`config.mk`:
```
export PLATFORM = sky130hd
export DESIGN_NAME = pipe_reg_w2
export DESIGN_NICKNAME = d
export VERILOG_FILES = /design/src/rtl/pipe_reg_w2.sv
export SDC_FILE = /design/constraint.sdc
export NUM_CORES = 1
export LEC_CHECK = 0
export CORE_ASPECT_RATIO = 0.6
export CORE_MARGIN = 5
export CORE_UTILIZATION = 35
export CTS_CLUSTER_SIZE = 16
export DETAILED_ROUTE_END_ITERATION = 8
export HOLD_SLACK_MARGIN = 0.1
export PLACE_DENSITY = 0.68
export SLEW_MARGIN = 20
export SYNTH_ARGS = -nofsm -noshare
export SYNTH_HDL_FRONTEND = slang
export SYNTH_SLANG_ARGS = --single-unit
```
`constraint.sdc`:
```
create_clock -name clk -period 1.8 [get_ports clk]
set_clock_uncertainty 0.2 [all_clocks]
set_input_delay 0.36 -clock clk [delete_from_list [all_inputs] [get_ports clk]]
set_output_delay 0.36 -clock clk [all_outputs]
set_load 0.02 [all_outputs]
```
`src/rtl/pipe_reg_w2.sv`:
```
// rtl/pipe_reg_w2.sv - M->W pipeline stage register with valid/ready handshake, skid entry, flush and stall counter
module pipe_reg_w2 #(
    parameter int DATA_W = 32,
    parameter int REG_W  = 5,
    parameter int SKID   = 1,
    parameter int CNT_W  = 16
) (
    input  logic              clk,
    input  logic              reset,
    input  logic              flush,
    input  logic              in_valid,
    output logic              in_ready,
    input  logic [DATA_W-1:0] in_instr,
    input  logic [DATA_W-1:0] in_pc,
    input  logic [DATA_W-1:0] in_pc8,
    input  logic [DATA_W-1:0] in_d,
    input  logic [DATA_W-1:0] in_c,
    input  logic [REG_W-1:0]  in_a3,
    output logic              out_valid,
    input  logic              out_ready,
    output logic [DATA_W-1:0] out_instr,
    output logic [DATA_W-1:0] out_pc,
    output logic [DATA_W-1:0] out_pc8,
    output logic [DATA_W-1:0] out_d,
    output logic [DATA_W-1:0] out_c,
    output logic [REG_W-1:0]  out_a3,
    output logic [CNT_W-1:0]  stall_cnt
);

    typedef struct packed {
        logic [DATA_W-1:0] instr;
        logic [DATA_W-1:0] pc;
        logic [DATA_W-1:0] pc8;
        logic [DATA_W-1:0] d;
        logic [DATA_W-1:0] c;
        logic [REG_W-1:0]  a3;
    } entry_t;

    entry_t in_e;
    entry_t main_e;
    entry_t skid_e;
    logic   main_valid;
    logic   skid_valid;
    logic   accept;
    logic   drain;
    logic   stall;

    assign in_e = '{instr: in_instr, pc: in_pc, pc8: in_pc8, d: in_d, c: in_c, a3: in_a3};

    // Flush always reports ready so upstream sees its offered entry as consumed.
    generate
        if (SKID != 0) begin : g_ready_skid
            assign in_ready = flush | ~skid_valid;
        end else begin : g_ready_direct
            assign in_ready = flush | ~main_valid | out_ready;
        end
    endgenerate

    assign accept = in_valid & in_ready & ~flush;
    assign drain  = main_valid & out_ready;
    assign stall  = in_valid & ~in_ready & ~flush;

    always_ff @(posedge clk or negedge reset) begin
        if (!reset) begin
            main_valid <= 1'b0;
            skid_valid <= 1'b0;
            main_e     <= '0;
            skid_e     <= '0;
        end else if (flush) begin
            main_valid <= 1'b0;
            skid_valid <= 1'b0;
        end else if (SKID != 0) begin
            if (skid_valid) begin
                // in_ready is low here, so no new entry can arrive this cycle.
                if (drain) begin
                    main_e     <= skid_e;
                    skid_valid <= 1'b0;
                end
            end else if (!main_valid || drain) begin
                if (accept) begin
                    main_e     <= in_e;
                    main_valid <= 1'b1;
                end else begin
                    main_valid <= 1'b0;
                end
            end else if (accept) begin
                skid_e     <= in_e;
                skid_valid <= 1'b1;
            end
        end else begin
            if (accept) begin
                main_e     <= in_e;
                main_valid <= 1'b1;
            end else if (drain) begin
                main_valid <= 1'b0;
            end
        end
    end

    always_ff @(posedge clk or negedge reset) begin
        if (!reset) begin
            stall_cnt <= '0;
        end else if (stall && (stall_cnt != {CNT_W{1'b1}})) begin
            stall_cnt <= stall_cnt + 1'b1;
        end
    end

    assign out_valid = main_valid;
    assign out_instr = main_e.instr;
    assign out_pc    = main_e.pc;
    assign out_pc8   = main_e.pc8;
    assign out_d     = main_e.d;
    assign out_c     = main_e.c;
    // Bubbles never expose a destination register to hazard/forwarding logic.
    assign out_a3    = main_valid ? main_e.a3 : '0;

endmodule

```
# ---- After elaboration in Yosys (flattened, before gate mapping)
# Cells that the tools add are included.
dict set report op_classes {
  n_bitwise 10
  addsub 1
  eq_ne 3
  n_reduce_logical 9
  mux 13
}
# operator n
set op_table {}
lappend op_table {{165-bit 2-to-1 mux} 4}
lappend op_table {{16-bit by 1-bit adder with 16-bit output, second input constant} 1}
lappend op_table {{16-bit inequality test, second input constant} 1}
lappend op_table {{1-bit 2-to-1 mux} 8}
lappend op_table {{4-bit AND reduction} 2}
lappend op_table {{2-bit nonzero test} 3}
lappend op_table {{1-bit bitwise AND} 5}
lappend op_table {{5-bit 2-to-1 mux} 1}
lappend op_table {{1-bit NOT} 4}
lappend op_table {{2-bit by 1-bit inequality test with 1-bit output, second input constant} 1}
lappend op_table {{2-bit inequality test, second input constant} 1}
lappend op_table {{2-bit AND reduction} 1}
lappend op_table {{1-bit logical AND} 1}
lappend op_table {{1-bit zero test} 1}
lappend op_table {{1-bit logical OR} 1}
lappend op_table {{1-bit OR} 1}
dict set report totals {
  ff_bits 348
  wordCells 51
}

# ---- Logic depth before layout (Yosys ltp)
# Gate-level depths: netlist of the first run.
dict set report depth {
  word_depth 8
  mapped_depth 7
  depth_no_buf 5
}

# ---- Worst setup path before layout of the first run
# OpenSTA, ideal clock, no wires.
dict set report synth_timing {
  path_type {register to register}
  from {register stall_cnt[0]}
  to {register stall_cnt[14]}
  n_path_buf 0
  required_ns 1.475
  t_arrival_ns 1.673
  period_less_slack_ns 1.997
  setup_time_ns 0.125
  path_stages_with_launch 6
  path_slack_ns -0.197
  cell_sequence {dfrtp_1 ha_1 and3_1 nand4_1 nor3_1 mux2_2}
}
dict set report synth_between {
  elab_chain_cells 2
  elab_cells_between_ends 3
}
# element line
set synth_lines {}
lappend synth_lines {{start: declaration} 27} ;# output logic [CNT_W-1:0] stall_cnt
lappend synth_lines {{start signal: assignment} 104} ;# stall_cnt <= stall_cnt + 1'b1;
lappend synth_lines {{parallel branches: the longest is 2 deep, another holds 16-bit by 1-bit adder with 16-bit output} -}
# Parallel ways; which one is timed is not known.
# A chain may end at the register's enable or synchronous reset.

# ---- Worst setup path in the final report of the first run
dict set report layout_timing {
  from {register skid_valid}
  to {register main_e (netlist bit out_pc[6])}
}
dict set report layout_between {
  elab_chain_cells 6
  elab_cells_between_ends 9
}
# element line
set layout_lines {}
lappend layout_lines {{start: declaration} 43} ;# logic skid_valid;
lappend layout_lines {{start signal: assignment} 66} ;# skid_valid <= 1'b0;
lappend layout_lines {{start signal: assignment} 71} ;# skid_valid <= 1'b0;
lappend layout_lines {{start signal: assignment} 77} ;# skid_valid <= 1'b0;
lappend layout_lines {{1-bit NOT (no line)} -}
lappend layout_lines {{1-bit OR} 53} ;# assign in_ready = flush | ~skid_valid;
lappend layout_lines {{1-bit bitwise AND (2 in series)} 59} ;# assign accept = in_valid & in_ready & ~flush;
lappend layout_lines {{2-bit nonzero test (no line)} -}
lappend layout_lines {{4-bit AND reduction (no line)} -}
lappend layout_lines {{end signal: assignment} 76} ;# main_e <= skid_e;
lappend layout_lines {{end signal: assignment} 81} ;# main_e <= in_e;
lappend layout_lines {{end signal: assignment} 92} ;# main_e <= in_e;
lappend layout_lines {{end: declaration} 40} ;# entry_t main_e;
# Several ways; a longest one is shown, not always the timed one.

==> results of run 1 <==
[worst max-delay path, delay by kind of cell (launching register included)]
family | cells | cell delay, ns
buf+inv | 5 | 0.78
flops | 1 | 0.48
simple gates | 2 | 0.27
compound gates | 2 | 0.38
[cell usage in the layout (no fill, tap or decap), types with 5 or more instances in the layout]
cell,count
nor2_1,124
nand4_1,5
clkdlybuf4s15_2,49
nand3_1,6
mux2_2,152
nor2_4,41
clkbuf_16,58
xor2_1,5
buf_12,22
buf_4,47
buf_16,5
nor3_1,5
nor2_2,8
buf_6,32
a21oi_1,103
dfrtp_1,334
nand2_1,8
mux2_1,17
mux2i_1,166
clkbuf_1,9
clkinv_2,9
buf_2,10
a21oi_2,65
clkdlybuf4s50_1,268
buf_8,8
dfrtp_2,13
[power by group through the flow]
| stage | clock, mW | combinational, mW | sequential (mW) |
|---|---|---|---|
| floorplan | 0 | 4.59 | 10.6 |
| global placement | 0 | 6.24 | 10.8 |
| detailed placement | 0 | 6.40 | 10.9 |
| CTS | 7.35 | 6.37 | 10.8 |
| global route | 7.68 | 7.52 | 11.2 |
| finish | 7.11 | 7.03 | 11.0 |
[routing by layer]
layer | track usage, % | vias up | share of wire [%]
met5 | 0 | - | 0.030
met4 | 4.48 | 2 | 2.9
met3 | 4.54 | 73 | 5.4
met2 | 24.0 | 241 | 47
met1 | 20.7 | 5561 | 45
li1 | - | 4941 | -
[cells by family after synthesis]
group | synth area share, %
fa+ha+maj | 0.0791
simple gates | 5.89
buf+inv | 10.4
compound gates | 5.59
flops | 55.1
mux | 22.6
xor+xnor | 0.388
[cell usage after synthesis, drive strengths merged (5+ instances only)]
| cell | instances |
|---|---|
| dfrtp | 348 |
| buf | 214 |
| nor2 | 173 |
| mux2 | 170 |
| a21oi | 169 |
| mux2i | 166 |
| clkbuf | 19 |
| nand2 | 8 |
| and2 | 6 |
| nand3 | 6 |
| nand4 | 5 |
| nor3 | 5 |
| xor2 | 5 |
[final cells by class]
| cell class | instances | area [µm²] |
|---|---|---|
| Clock inverter | 14 | 90.1 |
| Tap cell | 589 | 737 |
| Timing Repair Buffer | 470 | 5290 |
| Antenna cell | 2 | 5.00 |
| Clock buffer | 50 | 1010 |
| Sequential cell | 348 | 8730 |
| Fill cell | 3845 | 22800 |
| Multi-Input combinational cell | 739 | 6100 |
| Inverter | 1 | 3.75 |
[per-stage QoR]
step | std cells | setup TNS, ns
floorplan | 1321 | -14.44
global placement | 2103 | -193.32
detailed placement | 2103 | -200.78
CTS | 2172 | -132.87
global route | 2213 | -164.76
finish | 2213 | -134.36
[worst paths after layout]
check                                  startpoint                        end  depth (start not counted)
setup / recovery             skid_valid$_DFF_PN0_      out_pc[6]$_DFFE_PN0P_                          9
hold / removal                              reset  stall_cnt[10]$_DFFE_PN0P_                          2
setup reg to reg             skid_valid$_DFF_PN0_      out_pc[6]$_DFFE_PN0P_                          9
hold reg to reg            skid_e[26]$_DFFE_PN0P_     skid_e[26]$_DFFE_PN0P_                          1
max in group asynchronous                   reset       out_d[6]$_DFFE_PN0P_                          3
min in group clk                          in_c[6]     skid_e[11]$_DFFE_PN0P_                          2
[repair_timing]
| action | 4_1_cts | 5_1_grt |
|---|---|---|
| gates resized for setup | 295 | 210 |
| cloned | 0 | 27 |
| hold buffers | 1 | 0 |
| setup endpoints to repair | 523 | 490 |
| pin swaps | 0 | 2 |
| endpoints found under the hold margin | 348 | 0 |
| setup buffers | 4 | 12 |
[flip-flops by register name, indices dropped and copies added (netlist names)]
name,cells
main_e,5
out_c,32
out_d,32
out_instr,32
out_pc,32
out_pc8,32
out_valid,1
skid_e,165
skid_valid,1
stall_cnt,16
==> results.md, run 1 <==
* Final Cycle Share at 124%
* Syn_nets at about 1,500
* Worst Setup End Kind: register
* Pwr Density at 1140 nW/µm²
* Reg power frac at around 44%
* CP max FO at 10
* FFs w/ async S/R, synth at 100%
* Comb pwr share at between 20 and 30%
* Run status: complete, but fails checks
* Most used DFF post-synth: dfrtp_1
* DP HPWL at around 28 mm
* Grt ovf at 0
* Final Hold Fails at 0
* Drt wl/cell at between 15 and 20 µm
* Vias in the first global route at between 10,000 and 15,000
* Normalized max-slew margin at between 40% and 50%
* Post-route ant nets at 0
* Cells after Synth at roughly 1,300
* Design area at between 20,000 and 25,000 µm²
* # IOs at 353
* Max IR drop VDD at roughly 0.00085 V
* Die ar. at roughly 50,000 µm²
* Worst path slowest cell: dfrtp_4
* First-pass GRT wire length at 61.8 mm
* Failing checks: setup timing
* Layout area overhead at 38.9%
* Hold Path Class: in2async
* DP Worst Slack at -0.772 ns
* Post-Place Cell Area at 19,300 µm²
* CP Data Required Time at just over 2 ns
* Worst Setup Start Kind: register
* Crit Path Class: reg2reg
* Setup slack after layout at -0.429 ns
* Int Power at around 17 mW
* RePlAce Congestion at a little over 0.8
* Max incr delay on CP at ~0.48 ns
* I/O Buffers at between 300 and 400
* Inserted Clock Buffers at 36
* Max-cap viol count at 0
* Number of enable flip-flop cells after synthesis at 0
* Flop2flop setup slack at -0.43 ns
* Total number of vias at about 11,000
* DR DRC count at 0
* Number of synthesized register bits at around 350
* Unrepaired setup endpoints after global routing: true
* DRT iter0 DRCs at approximately 550
* Sequential share of the synthesized area at between 50% and 60%
* Row cnt at 60
* Avg Inst Size Synth at 12.0 µm²
* Die Height at 175 µm
* Routed wire length at 43.3 mm
* Fin. max-slew vios at 0
* Yosys Warn Count at 0
* Worst skew pair latency at roughly 0.52 ns
* CP Data Arrival Time at roughly 2.5 ns
* Worst Tran Pin Value at around 0.75 ns
* Fin nets at approximately 1,800
* Top-area cell type share of the netlist area at between 50% and 60%
* Antenna violations before repair at 3
* P_sw at about 7.7 mW
* Count of final setup violators at 449
* Drt first pass iters at 4
* Largest net degree at the start of global routing at 67
* Die Width at approximately 280 µm
* Period minus WS final at 2.23 ns
* PnR Total Power at 25.1 mW
* Synth unique cells at 34
* Vias per inst at 4.89
* Minimum hold slack at approximately 0.15 ns
* Sw frac at a little over 30%
* Gr usage total at 15.3%
* TritonCTS Sinks at between 300 and 400
* Post-layout util at about half
* Initial Util at between 30% and 40%
* Fraction of layout cells with a size suffix above 1 at between 30% and 40%
* Post-Syn Area at 15,800 µm²
* Core area at ~45,000 µm²
* Clock Power Share at between 20% and 30%
* Cell Chain, Critical Path: buf_6 -> or2_4 -> a211oi_4 -> buf_12 -> buf_16 -> buf_12 -> buf_16 -> nor2_4 -> a21oi_2
* Fmax at approximately 0.45 GHz
* Clk Tree Root Cell: clkbuf_16
* H-tree level count at 2
* Synth area leader: dfrtp_1
* Leak at approximately 9 nW
* Max Root-Sink Buffers at 3
* Synth top area cells: dfrtp_1 55%, mux2_2 11%, mux2i_1 11%
* Reg clk slew, reported paths at roughly 0.070 ns
* CTS tree: built
Power figures use the tool's default switching activity.
==> inputs of run 2 (changes only) <==
--- a/config.mk
+++ b/config.mk
@@ -12,6 +12,7 @@
 export DETAILED_ROUTE_END_ITERATION = 8
 export HOLD_SLACK_MARGIN = 0.1
 export PLACE_DENSITY = 0.68
+export SETUP_SLACK_MARGIN = 0.4
 export SLEW_MARGIN = 20
 export SYNTH_ARGS = -nofsm -noshare
 export SYNTH_HDL_FRONTEND = slang
==> run 2 against run 1 <==
The run still ends with setup timing left. Sequential cell count is the same. Non-clock buffer count grew 36. Sequential share of layout area decreased by 1.5 points. Via count up 1.1%. Core utilization rose by 1.9 points. Clock power up 11%. Routed wire length is 11% higher. Critical endpoint is now skid_e[8]$_DFFE_PN0P_.
==> results.md, run 2 (synthesis results as in run 1) <==
* Clock Power Share at a little under a third
* Worst Setup Start Kind: register
* DRT iter0 DRCs at approximately 450
* Post-route ant nets at 0
* Routed wire length at between 40 and 50 mm
* Crit Path Class: reg2reg
* Antenna violations before repair at 1
* RePlAce Congestion at roughly 0.80
* Max Root-Sink Buffers at 3
* Reg power frac at roughly two fifths
* DP Worst Slack at -0.743 ns
* CP max FO at 23
* Grt ovf at 0
* CP Buf/Inv Count at 2
* Die Width at approximately 280 µm
* Most flops, register: skid_e
* Drt first pass iters at 5
* Pwr Density at roughly 1100 nW/µm²
* Max IR drop VDD at between 0.0007 and 0.0008 V
* Fin nets at between 1,500 and 2,000
* Leak at around 9.4 nW
* Layout area overhead at 44.4%
* Max incr delay on CP at around 0.57 ns
* Fin cells at about 2,200
* CP Data Required Time at around 2 ns
* CTS tree: built
* Int Power at around 18 mW
* Inserted Clock Buffers at 35
* Initial Util at between 30 and 40%
* Worst Tran Pin Value at approximately 0.63 ns
* Placed cell count at ~2,100
* I/O Buffers at 352
* Die Height at 175 µm
* P_sw at roughly 7.7 mW
* Post-layout util at about half
* CP delay by family, top: simple AND/OR/NAND/NOR gates
* Unrepaired setup endpoints after global routing: true
* TritonCTS Sinks at ~350
* Fraction of layout cells with a size suffix above 1 at about a third
* Count of final setup violators at around 500
* First-pass GRT wire length at approximately 67 mm
* Setup slack after layout at -0.454 ns
* Largest net degree at the start of global routing at 56
* Row cnt at 60
* Final Cycle Share at 125%
* H-tree level count at 2
* Post-Route Setup TNS at -165.96 ns
* Worst skew pair latency at around 0.52 ns
* DP HPWL at ~28 mm
* # IOs at roughly 350
* Hold Path Class: in2async
* Normalized max-slew margin at roughly 58%
* CP Data Arrival Time at 2.46 ns
* Worst path slowest cell: or4b_4
* Run status: complete, but fails checks
* Max reg flops at 165
* Drt wl/cell at 21.3 µm
* Vias in the first global route at 11,300
* Final Hold Fails at 0
* Most common cell after layout, fill and taps aside: dfrtp_1
* Worst Setup End Kind: register
* Vias per inst at just under 5
* Failing checks: setup timing
* Comb pwr share at between 20% and 30%
* Die ar. at a little under 50,000 µm²
* Most frequent cells in the layout: 331 x dfrtp_1, 317 x clkdlybuf4s50_1, 166 x mux2i_1
* Fin. max-slew vios at 0
* DR DRC count at 0
* Clk Tree Root Cell: clkbuf_16
* Fmax at about 0.44 GHz
* Minimum hold slack at roughly 0.14 ns
* Design area at 22,800 µm²
* Reg clk slew, reported paths at 0.06 ns
* Max-cap viol count at 0
* Sw frac at roughly 30%
* Cell Chain, Critical Path: nand2b_4 -> or4b_4 -> buf_12 -> clkbuf_16 -> mux2_4
* Gr usage total at between 10% and 20%
* Period minus WS final at about 2.3 ns
* Post-Place Cell Area at between 15,000 and 20,000 µm²
* Core area at approximately 45,000 µm²
* PnR Total Power at 26.2 mW
* Total number of vias at between 10,000 and 15,000
run 2: cell count changes in the layout (fill, tap and decap cells not counted), sizes merged:
cell and change:
bufinv +4, diode -1, dlymetal6s2s -2, buf +36, clkinvlp -1, inv -3
clkdlybuf4s50 +49, clkdlybuf4s15 -45, or4b +1, clkinv -2, dlygate4sd2 -1
run 2: worst paths after layout:
path	from	endpoint	slack [ns]	cells after the start
min in group clk	in_d[7]	skid_e[44]$_DFFE_PN0P_	0.28	2
hold reg to reg	skid_e[157]$_DFFE_PN0P_	skid_e[157]$_DFFE_PN0P_	0.30	1
hold / removal	reset	out_instr[0]$_DFFE_PN0P_	0.14	2
max in group asynchronous	reset	out_c[8]$_DFFE_PN0P_	0.56	4
setup reg to reg	skid_valid$_DFF_PN0_	skid_e[8]$_DFFE_PN0P_	-0.45	5
setup / recovery	skid_valid$_DFF_PN0_	skid_e[8]$_DFFE_PN0P_	-0.45	5
run 2: metal layers:
layer  GRT usage [%]  vias up  routed length [µm]
met5               0        -                   0
li1                -     5023                   -
met1            23.3     5666               22200
met3            3.62       64                1910
met4            3.93        0                 876
met2            27.4      183               22800
run 2: worst register-to-register path, stage by stage (launching register included):
cell	delay, ns
dfrtp_4	0.49
nand2b_4	0.16
or4b_4	0.57
buf_12	0.20
clkbuf_16	0.23
mux2_4	0.31
run 2: timing repair:
action / 4_1_cts / 5_1_grt
pin swaps: 1 / 8
gates cloned: 14 / 30
hold endpoints to repair: 347 / 0
setup endpoints to repair: 531 / 531
setup buffers: 27 / 13
hold buffers: 1 / 0
resized for setup: 236 / 189
run 2: final cells by class:
type	instances	area, µm²
fillers	3748	21900
well taps	589	737
multi-input cells	740	6110
diodes	1	2.50
clock buffers	51	1090
inverters	1	3.75
flip-flops and latches	348	8730
clock inverters	12	160
repair buffers	506	6000
run 2: power groups by stage:
stage	Combinational [mW]	Clock (mW)	Sequential [mW]
4_1_cts	6.84	8.14	10.8
6_report	7.36	7.91	10.9
3_5_place_dp	6.41	0	10.9
5_1_grt	7.85	8.44	11.1
2_1_floorplan	4.61	0	10.6
3_3_place_gp	6.25	0	10.8
==> inputs of run 3 (changes only) <==
--- a/config.mk
+++ b/config.mk
@@ -13,7 +13,7 @@
 export HOLD_SLACK_MARGIN = 0.1
 export PLACE_DENSITY = 0.68
 export SETUP_SLACK_MARGIN = 0.4
-export SLEW_MARGIN = 20
+export SLEW_MARGIN = 15
 export SYNTH_ARGS = -nofsm -noshare
 export SYNTH_HDL_FRONTEND = slang
 export SYNTH_SLANG_ARGS = --single-unit
==> results of run 3 <==
No change in the layout: final DEF, timing and power equal those of run 2.
